**config.mk**
```make
export PLATFORM = sky130hd
export DESIGN_NAME = sprite_row_fetcher
export DESIGN_NICKNAME = d
export VERILOG_FILES = /design/src/rtl/sprite_row_fetcher.sv
export SDC_FILE = /design/constraint.sdc
export NUM_CORES = 1
export LEC_CHECK = 0
export ABC_AREA = 1
export CORE_MARGIN = 4
export CORE_UTILIZATION = 64
export CTS_BUF_LIST = sky130_fd_sc_hd__clkbuf_16
export DETAILED_ROUTE_END_ITERATION = 10
export PLACE_DENSITY = 0.86
export SYNTH_ARGS = -nofsm -noshare
export SYNTH_HDL_FRONTEND = slang
export SYNTH_SLANG_ARGS = --single-unit
```
**constraint.sdc**
```tcl
create_clock -name clk -period 5.05 [get_ports clk]
set_input_delay 0.505 -clock clk [delete_from_list [all_inputs] [get_ports clk]]
set_output_delay 0.505 -clock clk [all_outputs]
set_load 0.01 [all_outputs]
```
**src/rtl/sprite_row_fetcher.sv**
```systemverilog
// Sprite row fetcher: walks the sprite table at each scanline start, reads one
// ROM row per overlapping sprite, then turns the buffered rows into pixel flags.
module sprite_row_fetcher #(
  parameter int NUM_SLOTS = 4,
  localparam int SW = (NUM_SLOTS > 1) ? $clog2(NUM_SLOTS) : 1
) (
  input  logic          clk,
  input  logic          reset,
  input  logic          line_start,
  input  logic [9:0]    next_line,
  input  logic [9:0]    hpos,
  input  logic          wr_en,
  input  logic [SW-1:0] wr_slot,
  input  logic [9:0]    wr_x,
  input  logic [9:0]    wr_y,
  input  logic [3:0]    wr_charc,
  input  logic [1:0]    wr_dir,
  input  logic          wr_visible,
  output logic [3:0]    rom_charc,
  output logic [1:0]    rom_direction,
  output logic [2:0]    rom_index,
  input  logic [7:0]    rom_data,
  output logic          fetch_busy,
  output logic          pixel_on,
  output logic [SW-1:0] pixel_slot
);

  typedef enum logic [1:0] {IDLE, SCAN, CAPTURE} state_e;

  typedef struct packed {
    logic [9:0] x;
    logic [9:0] y;
    logic [3:0] charc;
    logic [1:0] dir;
    logic       visible;
  } sprite_t;

  localparam logic [SW-1:0] LAST_SLOT = SW'(NUM_SLOTS - 1);

  state_e          state_q, state_d;
  logic [SW-1:0]   slot_q, slot_d;
  logic [9:0]      line_q, line_d;
  sprite_t         tbl_q [NUM_SLOTS];
  sprite_t         tbl_d [NUM_SLOTS];
  logic [NUM_SLOTS-1:0] active_q, active_d;
  logic [7:0]      rowbuf_q [NUM_SLOTS];
  logic [7:0]      rowbuf_d [NUM_SLOTS];
  logic [3:0]      rom_charc_q, rom_charc_d;
  logic [1:0]      rom_direction_q, rom_direction_d;
  logic [2:0]      rom_index_q, rom_index_d;
  logic            fetch_busy_q, fetch_busy_d;
  logic            pixel_on_q, pixel_on_d;
  logic [SW-1:0]   pixel_slot_q, pixel_slot_d;

  logic [10:0]     dy;
  logic            hit;

  // Table writes land regardless of fetch state; an in-flight SCAN has already
  // read the old fields, so the new ones apply from the next line on.
  always_comb begin
    tbl_d = tbl_q;
    if (wr_en && (int'(wr_slot) < NUM_SLOTS)) begin
      tbl_d[wr_slot] = '{x: wr_x, y: wr_y, charc: wr_charc, dir: wr_dir,
                         visible: wr_visible};
    end
  end

  // Vertical hit test in 11 bits so a sprite above the line never aliases.
  always_comb begin
    dy  = {1'b0, line_q} - {1'b0, tbl_q[slot_q].y};
    hit = tbl_q[slot_q].visible && (line_q >= tbl_q[slot_q].y) && (dy < 11'd8);
  end

  // NOTE: every signal assigned here gets a hold/default value first, so no
  // path through the case can leave one unassigned and infer a latch.
  always_comb begin
    state_d         = state_q;
    slot_d          = slot_q;
    line_d          = line_q;
    active_d        = active_q;
    rowbuf_d        = rowbuf_q;
    rom_charc_d     = rom_charc_q;
    rom_direction_d = rom_direction_q;
    rom_index_d     = rom_index_q;
    if (line_start) begin
      line_d  = next_line;
      slot_d  = '0;
      state_d = SCAN;
    end else begin
      unique case (state_q)
        SCAN: begin
          if (hit) begin
            rom_charc_d     = tbl_q[slot_q].charc;
            rom_direction_d = tbl_q[slot_q].dir;
            rom_index_d     = dy[2:0];
            state_d         = CAPTURE;
          end else begin
            active_d[slot_q] = 1'b0;
            if (slot_q == LAST_SLOT) state_d = IDLE;
            else                     slot_d  = slot_q + SW'(1);
          end
        end
        CAPTURE: begin
          rowbuf_d[slot_q] = rom_data;
          active_d[slot_q] = 1'b1;
          if (slot_q == LAST_SLOT) begin
            state_d = IDLE;
          end else begin
            slot_d  = slot_q + SW'(1);
            state_d = SCAN;
          end
        end
        default: ;
      endcase
    end
    fetch_busy_d = (state_d != IDLE);
  end

  // Descending walk so the lowest-numbered opaque slot wins.
  always_comb begin
    logic [10:0] col;
    col          = '0;
    pixel_on_d   = 1'b0;
    pixel_slot_d = '0;
    for (int s = NUM_SLOTS - 1; s >= 0; s--) begin
      col = {1'b0, hpos} - {1'b0, tbl_q[s].x};
      if (active_q[s] && (hpos >= tbl_q[s].x) && (col < 11'd8) &&
          !rowbuf_q[s][3'd7 - col[2:0]]) begin
        pixel_on_d   = 1'b1;
        pixel_slot_d = SW'(s);
      end
    end
  end

  // NOTE: the sprite table and row buffers are reset too; their reset values
  // decide what the first line shows, so they are state, not scratch memory.
  // NOTE: sequential state uses non-blocking assignments only, so every flop
  // samples the pre-edge value of every other flop.
  always_ff @(posedge clk or negedge reset) begin
    if (!reset) begin
      state_q         <= IDLE;
      slot_q          <= '0;
      line_q          <= '0;
      active_q        <= '0;
      for (int i = 0; i < NUM_SLOTS; i++) begin
        tbl_q[i]    <= '0;
        rowbuf_q[i] <= 8'hFF;
      end
      rom_charc_q     <= 4'hF;
      rom_direction_q <= '0;
      rom_index_q     <= '0;
      fetch_busy_q    <= 1'b0;
      pixel_on_q      <= 1'b0;
      pixel_slot_q    <= '0;
    end else begin
      state_q         <= state_d;
      slot_q          <= slot_d;
      line_q          <= line_d;
      active_q        <= active_d;
      tbl_q           <= tbl_d;
      rowbuf_q        <= rowbuf_d;
      rom_charc_q     <= rom_charc_d;
      rom_direction_q <= rom_direction_d;
      rom_index_q     <= rom_index_d;
      fetch_busy_q    <= fetch_busy_d;
      pixel_on_q      <= pixel_on_d;
      pixel_slot_q    <= pixel_slot_d;
    end
  end

  assign rom_charc     = rom_charc_q;
  assign rom_direction = rom_direction_q;
  assign rom_index     = rom_index_q;
  assign fetch_busy    = fetch_busy_q;
  assign pixel_on      = pixel_on_q;
  assign pixel_slot    = pixel_slot_q;

endmodule

```
Word-level counts from Yosys, hierarchy flattened
Index checks and enable logic that the tools add are counted.

word-level totals
  memories kept = 0
  output and inout bits = 13
  memory bits (writable) = 0
  register bits after elaboration = 171
  bits in latches = 0
  memory bits (read-only) = 0
  logic and storage cells = 141
  input port bits = 61

cells by class
  order comparisons = 20
  shifts and indexed selects = 0
  bitwise operators = 6
  reduce and logical (&&, ||, !) cells = 28
  $mul = 0
  eq/ne operators = 5
  add/subtract/negate cells = 10
  multiplexer cells = 38
  div/mod/pow operators = 0

operators with widths
  operator                                              count
  bitwise mux 108 bit                                   1
  < comparator 11 x 4 -> 1 bit (second input constant)  5
  subtractor 10 x 10 -> 11 bit                          5
  binary-select mux 27 bit (select 2 bit)               1
  demux 27 bit (select 2 bit)                           1
  >= comparator 10 bit                                  5
  two-way mux 17 bit                                    2
  bitwise mux 32 bit                                    1
  two-way mux 27 bit                                    1
  two-way mux 2 bit                                     10
  logical AND 1 bit                                     17
  demux 8 bit (select 2 bit)                            1
  < comparator 3 x 4 -> 1 bit (second input constant)   4
  binary-select mux 1 bit (select 3 bit)                4
  subtractor 3 bit (first input constant)               4
  two-way mux 1 bit                                     10
  two-way mux 8 bit                                     1
  case mux 2 bit (2 select lines)                       2
  case mux 4 bit (2 select lines)                       1
  >= comparator 3 bit (second input constant)           2
  < comparator 3 x 1 -> 1 bit (second input constant)   2
  NOT 2 -> 3 bit                                        2
  AND reduction 3 bit                                   2
  AND 4 bit                                             1
  16 further kinds                                      22

Logic depth before layout (Yosys ltp)
  depth after elaboration = 11
  mapped depth = 21
  mapped depth without buffers = 19

Worst setup path before layout
No wires, ideal clock.

  path kind = register to register
  from = reg slot_q[0]
  to = reg rom_index_q[1], in the netlist rom_index[1]
  slack = 2.230 ns
  data arrival time = 2.703 ns
  stages on the path, launching flop included = 19
  path through = dfrtp_1 -> buf_2 -> inv_2 -> clkbuf_1 -> o21ai_0 -> o22ai_1 -> ha_1 -> fa_1 -> o21ai_2 -> nand3_1 -> nand2_1 -> nand2_1 -> nand2_2 -> nand4_2 -> nor2_2 -> nand4_4 -> buf_6 -> nand2_2 -> o21ai_2

between the ends
  cells in the longest elaborated chain, start to end = 8
  elaborated cells on any way between the ends = 10
  classes of those cells = add/sub (1); order compare (2); mux (3); bitwise (1); reduce/logical (3)

RTL lines
  what                                                                         RTL line  source
  start: declaration                                                           41        logic [SW-1:0] slot_q, slot_d;
  start signal: assignment                                                     157       slot_q <= slot_d;
  NOT 2 -> 3 bit (not written as such) *                                       70, 71
  binary-select mux 27 bit (select 2 bit) *                                    70, 71
  two-way mux 17 bit * (2 in a row)                                            --
  subtractor 10 x 10 -> 11 bit / >= comparator 10 bit (equally long branches)  70, 71
  < comparator 11 x 4 -> 1 bit / logical AND 1 bit (equally long branches)     71        hit = tbl_q[slot_q].visible && (line_q >= tbl_q[slot_q].y) && (dy < 11'd8);
  logical AND 1 bit                                                            71
  AND reduction 3 bit (no line)                                                --
  end signal: assignment                                                       164       rom_index_q <= rom_index_d;
  end: declaration                                                             50        logic [2:0] rom_index_q, rom_index_d;

Mark *: on every way between the ends. The rest lies on a longest branch, timed or not. The select of a mux whose other input is x is not followed.
A chain may end at the register's enable or synchronous reset.

Worst setup path in the final report
  from = reg slot_q[1]
  to = reg rom_charc_q[3], in the netlist rom_charc[3]

between the ends
  cells in the longest elaborated chain, start to end = 8
  elaborated cells on any way between the ends = 10
  classes of those cells = add/sub (1); order compare (2); mux (3); bitwise (1); reduce/logical (3)

RTL lines
  what                                                                         RTL line    source
  NOT 2 -> 3 bit (not written as such) *                                       70, 71, 93
  binary-select mux 27 bit (select 2 bit) *                                    70, 71, 93
  two-way mux 17 bit * (2 in a row)                                            --
  subtractor 10 x 10 -> 11 bit / >= comparator 10 bit (equally long branches)  70, 71
  < comparator 11 x 4 -> 1 bit / logical AND 1 bit (equally long branches)     71
  logical AND 1 bit                                                            71
  AND reduction 3 bit (no line)                                                --
  end signal: assignment                                                       162         rom_charc_q <= rom_charc_d;
  end: declaration                                                             48          logic [3:0] rom_charc_q, rom_charc_d;

Marked as above.

==> key figures <==
Yosys
  • Yosys warning count: 0
  • Netlist cell types: 39
  • Post-Synthesis Cell Area: between 10000 and 15000 um^2
  • Post-Syn Nets: between 1000 and 1500
  • Post-Synthesis Cells: ~1300
  • Yosys reg bits: 171
  • Register area share after synthesis: 43.1%
  • Mean Syn Cell Area: 7.52 um^2

Worst setup path
  • Reg2Reg Setup Slack: 1.68 ns
  • Worst EP arrival: around 3.8 ns
  • Crit path max-delay family: simple AND/OR/NAND/NOR gates
  • Worst-path maximum fanout: 29
  • Critical Path End Type: flip-flop
  • Largest incremental delay on the critical path: about 0.60 ns
  • Crit path launch type: flip-flop
  • FF-to-FF path depth: 16
  • Critical R2R Launch: slot_q[1]$_DFFE_PN0P_
  • Critical path, cell by cell: inv_2 > o21ai_0 > o22ai_1 > ha_1 > fa_1 > o21ai_2 > nand3_1 > nand2_1 > nand2_1 > nand2_2 > nand4_2 > nor2_2 > nand4_4 > inv_2 > nand2_1 > nand2_1
  • Reg2reg end: rom_charc[3]$_DFFE_PN1P_
  • Worst Path Buf+Inv: 2
  • Crit Path Category: flip-flop to flip-flop
  • CP max stage cell: dfrtp_1
  • Most frequent CP cell: nand2_1
  • Required @ worst endpoint: about 5.4 ns

Floorplan
  • Core Area: roughly 15000 um^2
  • Initial Utilization: between 60% and 70%
  • Top Ports: 74
  • DIE WIDTH: 133 um
  • Row cnt: 45
  • DIE AREA: 17700 um^2
  • Die Y: 133 um

Drt
  • DRT iter0 DRCs: 937
  • Routed via count: 9094
  • DR pass1 iterations: 6
  • Number of nets with antenna violations after routing: 0
  • Routed len/inst: between 15 and 20 um
  • Drt total wl: 24.9 mm
  • DRC errors left: 0
  • DR vias/cell: 5.62

Placed design
  • Post-detailed-placement half-perimeter wirelength: 17.2 mm
  • Routability cong.: 0.938
  • Port bufs: between 70 and 80

Layout
  • Commonest non-fill, non-tap cell in the layout: nand2_1
  • # diodes: 0
  • Most frequent cells in the layout: nand2_1 (419), o21ai_0 (179), inv_1 (174)
  • Layout cells sized above 1: roughly 7%
  • Final nets: approximately 1500
  • Area growth syn-to-layout: 14.7%
  • Final Util: around three quarters

CTS
  • # hold bufs at CTS: 0
  • CTS resizes: 0
  • Clock Path Buffers: 2
  • Clock slew at reported path FFs: approximately 0.070 ns
  • CTS tree: yes
  • Clk sinks: approximately 170
  • Clock root cell: clkbuf_16
  • H-tree depth: 4
  • CTS buffer count: 17
  • Setup bufs post-CTS: 0
  • Clock Latency Late Sink: roughly 0.43 ns

STA
  • Final hold violations: 0
  • Endpoints failing setup: 0
  • Clock skew: 0.00973 ns
  • Unrepaired setup endpoints after global routing: false
  • Max Transition Viols Final: 0
  • Worst Tran Pin Value: 1.13 ns
  • Tcrit/Tclk final: 66.8%
  • Max transition margin: roughly a quarter
  • Setup TNS: 0 ns
  • Fmax: around 300 MHz
  • Post-layout min period: between 3 and 4 ns

Run status
  • Status: finished clean

Global route
  • Grt total ovfl: 0
  • Largest net degree at the start of global routing: 93
  • GR Util All Layers: approximately 29%
  • Initial antenna violation count: 0
  • Vias in the first global route: 8602
  • Global-route wire length before repair: roughly 42 mm

Power and ir drop
  • Total leakage power: around 5.8 nW
  • Worst vdd rail ir drop: slightly above 0.4 mV
  • Overall power: ~0.005 W
  • Power per cell area: between 400 and 500 nW/um^2

Run
  • Max Cap Viol: 0

Worst hold path
  • Hold Path Class: primary input to asynchronous set/reset pin
worst max-delay path by stage:
stage | from | endpoint | slack, ns | depth (start not counted)
2_1_floorplan | slot_q[0]$_DFFE_PN0P_ | rom_index[1]$_DFFE_PN0P_ | 2.23 | 18
3_3_place_gp | slot_q[1]$_DFFE_PN0P_ | rom_direction[0]$_DFFE_PN0P_ | 1.90 | 16
3_5_place_dp | slot_q[1]$_DFFE_PN0P_ | rom_charc[3]$_DFFE_PN1P_ | 1.79 | 16
4_1_cts | slot_q[1]$_DFFE_PN0P_ | rom_charc[3]$_DFFE_PN1P_ | 1.74 | 16
5_1_grt | slot_q[1]$_DFFE_PN0P_ | rom_direction[1]$_DFFE_PN0P_ | 1.40 | 16
6_report | slot_q[1]$_DFFE_PN0P_ | rom_charc[3]$_DFFE_PN1P_ | 1.68 | 16
stage by stage:
stage / cells / hold WS (ns) / setup slack, ns / instance area, um^2
floorplan: 1335 / 0.209 / 2.23 / 10000
detailed placement: 1586 / 0.463 / 1.79 / 10900
finish: 1618 / 0.122 / 1.68 / 11500
global route: 1618 / 0.191 / 1.40 / 11500
global placement: 1586 / 0.458 / 1.90 / 10900
CTS: 1618 / 0.167 / 1.74 / 11500
registers in the layout, indices dropped and copies added (netlist names), named ones only:
signal,flops
rom_direction,2
rom_charc,4
fetch_busy,1
pixel_slot,2
tbl_q,108
state_q,2
slot_q,2
rom_index,3
pixel_on,1
line_q,10
rowbuf_q,32
cell families (layout without fill, tap and decap cells):
family | Yosys count | after routing | share of synthesized area, %
simple gates | 609 | 609 | 25.1
compound gates | 260 | 260 | 14.0
buf+inv | 216 | 288 | 8.21
flops | 171 | 171 | 43.1
fa+ha+maj | 62 | 62 | 8.11
xor+xnor | 17 | 17 | 1.48
final cells by class:
type | instances | area, um^2
Clock buffer | 18 | 450
Multi-Input combinational cell | 948 | 4910
Fill cell | 1150 | 3750
Sequential cell | 171 | 4320
Inverter | 179 | 672
Clock inverter | 14 | 133
Tap cell | 211 | 264
Timing Repair Buffer | 77 | 762
metal layers:
metal	part of all wire (%)	global-route usage (%)	vias to the layer above
li1	-	-	4421
met1	45	41.0	4238
met2	46	45.6	383
met3	7.0	5.21	52
met4	2.0	8.17	0
met5	0	0	-
worst reg2reg max path: cells and delay by family, from the launching register on:
family	cells	cell delay [ns]
AO/OA/AOI/OAI	3	0.48
AND/OR/NAND/NOR	9	1.03
buffers and inverters	2	0.55
flip-flops	1	0.60
adder cells (fa/ha/maj)	2	0.65
synth_stat cells (all sizes together):
cell type  number  area share [%]
a32o            8            0.80
nand2         423              16
nor4            2            0.12
ha             57             7.1
inv           179             6.7
dfrtp         135              34
a21oi          43             2.1
o21ai         186             9.5
o21a            4            0.30
o21bai          4            0.30
dfstp          36             9.4
nand4          19             1.5
o211ai          3            0.22
or2             2            0.12
o22ai           9            0.56
a31oi           1           0.062
fa              5             1.0
a32oi           1           0.087
xor2           11            0.96
nor2           82             3.2
nand3          70             3.5
nand3b          8            0.60
clkbuf         33             1.2
xnor2           6            0.52
nor3            3            0.15
a21o            1           0.075
buf             4            0.27
power by group:
part           leakage [nW]  internal (W)  total, W  switching [W]
Sequential             2.07       0.00154   0.00165       0.000107
Combinational          3.39      0.000686   0.00191        0.00122
Clock                 0.296      0.000720   0.00131       0.000590
(Power assumes the default switching activity.)
